`src/rtl/interval_timer.sv`:
```
// interval_timer: a programmable seconds timer. It holds three 4-bit interval
// registers (base, ext, yellow). A prescaler turns clock cycles into
// one-second ticks, and a remaining counter counts the selected interval
// down. exp pulses for one cycle when the running interval ends.
// Optional build macro INTERVAL_TIMER_REMAIN_OUT_EN: when defined, the
// remaining counter is exported on the 'remain' output port.
module interval_timer #(
   parameter int CLK_PER_SEC = 1000,
   parameter int BASE_DEF    = 6,
   parameter int EXT_DEF     = 3,
   parameter int YEL_DEF     = 2
) (
   input  logic       clk,
   input  logic       reset,
   input  logic       st_time,
   input  logic [1:0] intervel,
   input  logic       prog_sync,
   input  logic [1:0] time_sel,
   input  logic [3:0] time_value,
`ifdef INTERVAL_TIMER_REMAIN_OUT_EN
   output logic [3:0] remain,
`endif
   output logic       exp
);

   localparam int            PW  = $clog2(CLK_PER_SEC);
   localparam logic [PW-1:0] TOP = PW'(CLK_PER_SEC - 1);

   logic [PW-1:0] prescaler;
   logic [3:0]    remaining;
   logic [3:0]    base, ext, yellow;
   logic [3:0]    sel_val, load_val;
   logic          load, tick;

   // Choose the reload value. A program strobe always restarts on base and
   // reads the register contents from before this cycle's write. A stored 0
   // is timed as one second.
   always_comb begin
      sel_val = base;
      if (!prog_sync) begin
         case (intervel)
            2'b01:   sel_val = ext;
            2'b10:   sel_val = yellow;
            default: sel_val = base;
         endcase
      end
      load_val = (sel_val == 4'd0) ? 4'd1 : sel_val;
      load     = prog_sync | ~st_time;
      tick     = (prescaler == TOP);
   end

   // Interval registers. A write only affects the next load.
   always_ff @(posedge clk or negedge reset) begin
      if (!reset) begin
         base   <= 4'(BASE_DEF);
         ext    <= 4'(EXT_DEF);
         yellow <= 4'(YEL_DEF);
      end else if (prog_sync) begin
         case (time_sel)
            2'b00:   base   <= time_value;
            2'b01:   ext    <= time_value;
            2'b10:   yellow <= time_value;
            default: ;
         endcase
      end
   end

   // Prescaler, countdown and expiry pulse. A load overrides everything,
   // including an expiry that would otherwise land in the same cycle.
   always_ff @(posedge clk or negedge reset) begin
      if (!reset) begin
         prescaler <= '0;
         remaining <= 4'(BASE_DEF);
         exp       <= 1'b0;
      end else if (load) begin
         prescaler <= '0;
         remaining <= load_val;
         exp       <= 1'b0;
      end else begin
         prescaler <= tick ? '0 : prescaler + PW'(1);
         if (tick && remaining != 4'd0)
            remaining <= remaining - 4'd1;
         exp <= tick && (remaining == 4'd1);
      end
   end

`ifdef INTERVAL_TIMER_REMAIN_OUT_EN
   assign remain = remaining;
`endif

endmodule

```
`config.mk`:
```
export PLATFORM = sky130hd
export DESIGN_NAME = interval_timer
export DESIGN_NICKNAME = d
export VERILOG_FILES = /design/src/rtl/interval_timer.sv
export SDC_FILE = /design/constraint.sdc
export NUM_CORES = 1
export LEC_CHECK = 0
export ABC_CLOCK_PERIOD_IN_PS = 4850
export BUFFER_PORTS_ARGS = -buffer_cell sky130_fd_sc_hd__buf_2
export CAP_MARGIN = 20
export CORE_MARGIN = 2
export CORE_UTILIZATION = 30
export CTS_BUF_LIST = sky130_fd_sc_hd__clkbuf_4 sky130_fd_sc_hd__clkbuf_8
export DETAILED_ROUTE_END_ITERATION = 7
export PLACE_DENSITY = 0.57
export SYNTH_ARGS = -nofsm -noshare
export SYNTH_HDL_FRONTEND = slang
export SYNTH_SLANG_ARGS = --single-unit
```
`constraint.sdc`:
```
create_clock -name clk -period 4.85 [get_ports clk]
set_input_delay 0.97 -clock clk [delete_from_list [all_inputs] [get_ports clk]]
set_output_delay 0.97 -clock clk [all_outputs]
set_load 0.01 [all_outputs]
```
==> flow_metrics.py <==
metrics = {
    "outcome": {
        "status": "completed",
    },
    "floorplan": {
        "fp.dieW_um": 71.7,
        "core_sq_mm": 0.00438,
        "num_rows": 24,
        "die_area_sq_mm": 0.00514,
        "die_h_um": 71.7,
        "ioPinCount": 13,
        "start_util": 0.313,
    },
    "placed_design": {
        "dp_hpwl_um": 1890,
        "gp_congestion": 0.762,
        "dp.cells": 189,
        "port_buffers": 12,
        "pre_cts_ws_ps": 2690,
    },
    "worst_hold_path": {
        "hold_path_class": "reg2reg",
    },
    "global_routing": {
        "grt_pass1_wl_um": 4470,
        "grt_pass1_vias": 950,
        "grt_antenna_before_repair": 0,
        "grt_usage": 0.109,
        "grt_max_degree": 28,
        "grt.overflow.total": 0,
    },
    "timing": {
        "tns_ps": 0,
        "worstMarginPinSlew_ps": 595,
        "finalCritPeriodShare": 0.390,
        "fmax_ghz": 0.529,
        "finalSetupViolations": 0,
        "period_needed_ps": 1890,
        "drv_slew": 0,
        "hold_viol": 0,
        "fin_ws_ps": 2960,
        "clock_skew_ps": 6.09,
        "slew_headroom": 0.604,
        "grt_setup_unrepaired": "false",
    },
    "routing": {
        "postRouteAntennaNets": 0,
        "drtIter0Drc": 106,
        "routedWlPerCell_um": 13.0,
        "postRouteWirelength_um": 2510,
        "vias_per_cell": 4.94,
        "vias": 954,
        "first_pass_iters": 4,
        "drc": 0,
    },
    "finish": {
        "layout.cells.non_filler": 193,
        "area_growth_pct": 11.8,
        "n_antenna_cell": 0,
        "layout.nets": 159,
        "drive_gt1_frac": 0.284,
    },
    "cts": {
        "numCtsBuffers": 3,
        "clock_path_buffers": 2,
        "clkTransAtPathRegs_ps": 90,
        "cts_setup_buffers": 0,
        "ctsHoldBuffers": 0,
        "h-tree-depth": 1,
        "post_cts_resized": 0,
        "cts_tree": "done",
        "cts_root_buf": "clkbuf_8",
        "worstSkewPairLatency_ps": 270,
        "cts.sinks": 27,
    },
    "synthesis": {
        "netlist.top_cell.by_area": "dfrtp_1",
        "ys_types": 34,
        "syn_inst": 127,
        "yosysWarnings": 0,
        "postSynthAreaPerCell_sq_um": 10.8,
        "yosys.cell_count.top_type": "dfrtp_1",
        "syn_nets": 144,
        "ys_seq_area_frac": 0.498,
        "async_reset_ff_frac": 1.00,
        "ys_ff_latch": 27,
        "synthTopCellsByArea": "dfrtp_1, dfstp_2, mux2_2",
        "synth_flop_cell": "dfrtp_1",
        "synth-edff-count": 0,
        "syn_area_sq_mm": 0.00137,
        "synthDominantCellAreaShare": 0.364,
        "yosys-top-cells-count": "dfrtp_1, nor2_1, mux2_2",
    },
    "setup_path": {
        "cp_num_buf_inv": 2,
        "cp.arrival_ps": 2030,
        "max_stage_delay_ps": 330,
        "cp.required_ps": 4990,
        "critical-path-slowest-cell": "ha_1",
        "end_kind": "register",
        "crit_fanout": 5,
        "path_cells": "buf_2 -> inv_1 -> ha_1 -> nor2_1 -> nand3_1 -> a31oi_1 -> a211oi_1",
        "crit_family": "simple AND/OR/NAND/NOR gates",
        "critPathKind": "in2reg",
        "startpoint_type": "primary input",
    },
    "power": {
        "p_leak_nw": 0.642,
        "power.total_w": 0.000477,
        "ir_drop_uv": 113,
        "power.density_mw_per_mm2": 310,
    },
    "job": {
        "cap_viol_max_count": 0,
    },
}
==> routing by layer <==
| metal | track usage | wire length (um) | share of wire | vias up |
|---|---|---|---|---|
| li1 | - | - | - | 482 |
| met1 | 0.160 | 1300 | 0.52 | 452 |
| met2 | 0.158 | 1090 | 0.44 | 18 |
| met3 | 0.0267 | 103 | 0.041 | 2 |
| met4 | 0.0314 | 17 | 0.0068 | 0 |
| met5 | 0 | 0 | 0 | - |
==> final cells by class <==
type,instances,area [sq um]
sequential,27,684
timing repair buffer,12,60.1
tap,52,65.1
clock buffer,3,41.3
inverter,8,30.0
clock inverter,1,5.00
fill,439,2850
multi-input combinational,90,651
==> worst register-to-register path: cells and delay by family, from the launching register on <==
kind	cells	cell delay [ps]
AND/OR/NAND/NOR	3	710
buffers and inverters	1	60
flip-flops	1	530
adder cells (fa/ha/maj)	1	190
AO/OA/AOI/OAI	1	160
==> final timing paths <==
check / from / to / slack (ps) / cells past startpoint
worst min-delay path: prescaler[0]$_DFF_PN0_ / prescaler[0]$_DFF_PN0_ / 460 / 1
worst min register to register: prescaler[0]$_DFF_PN0_ / prescaler[0]$_DFF_PN0_ / 460 / 1
worst max register to register: remaining[1]$_DFFE_PN1P_ / remaining[3]$_DFFE_PN0P_ / 3140 / 6
worst max-delay path: intervel[0] / remaining[0]$_DFFE_PN0P_ / 2960 / 7
min in group asynchronous: reset / ext[2]$_DFFE_PN0P_ / 700 / 1
max in group asynchronous: reset / exp$_DFF_PN0_ / 3760 / 1
==> sequential cells by signal (all words and copies together) (netlist names) <==
signal / cells
yellow: 4
base: 4
remaining: 4
exp: 1
prescaler: 10
ext: 4
==> logic make-up after synthesis <==
logic type,Yosys count,synth area share
AO/OA/AOI/OAI,16,0.0747
buffers and inverters,10,0.0282
XOR/XNOR,9,0.0574
AND/OR/NAND/NOR,47,0.189
multiplexers,13,0.107
flip-flops,27,0.498
adder cells (fa/ha/maj),5,0.0455
==> power by group <==
part	internal (W)	switching, W	leakage [nW]
combinational	0.0000374	0.0000354	0.285
sequential	0.000260	0.0000195	0.332
clock	0.0000574	0.0000674	0.0255
total	0.000355	0.000122	0.642
==> per-stage QoR <==
stage          hold WS [ps]   util  cell area (sq um)
6_report                459  0.350               1540
5_1_grt                 492  0.350               1540
4_1_cts                 465  0.350               1540
3_5_place_dp            452  0.340               1490
3_3_place_gp            448  0.340               1490
2_1_floorplan           433      -               1370
==> cell usage in the layout, fill, tap and decap left out, types with 2 or more instances in the layout <==
cell type  instances
nor3_1             4
inv_1              8
and4_1             2
clkbuf_8           3
nand3_1            6
buf_2             12
and3_2             2
a22oi_1            3
nor2_1            14
o21ai_0            4
xnor2_1            7
dfstp_2            7
nand2b_1           2
dfrtp_1           20
a21oi_1            2
a31oi_1            2
ha_1               5
mux2_2            13
nand2_1            6
nand3b_1           2
xor2_1             2
o211ai_1           2
Power figures use the tool's default switching activity.
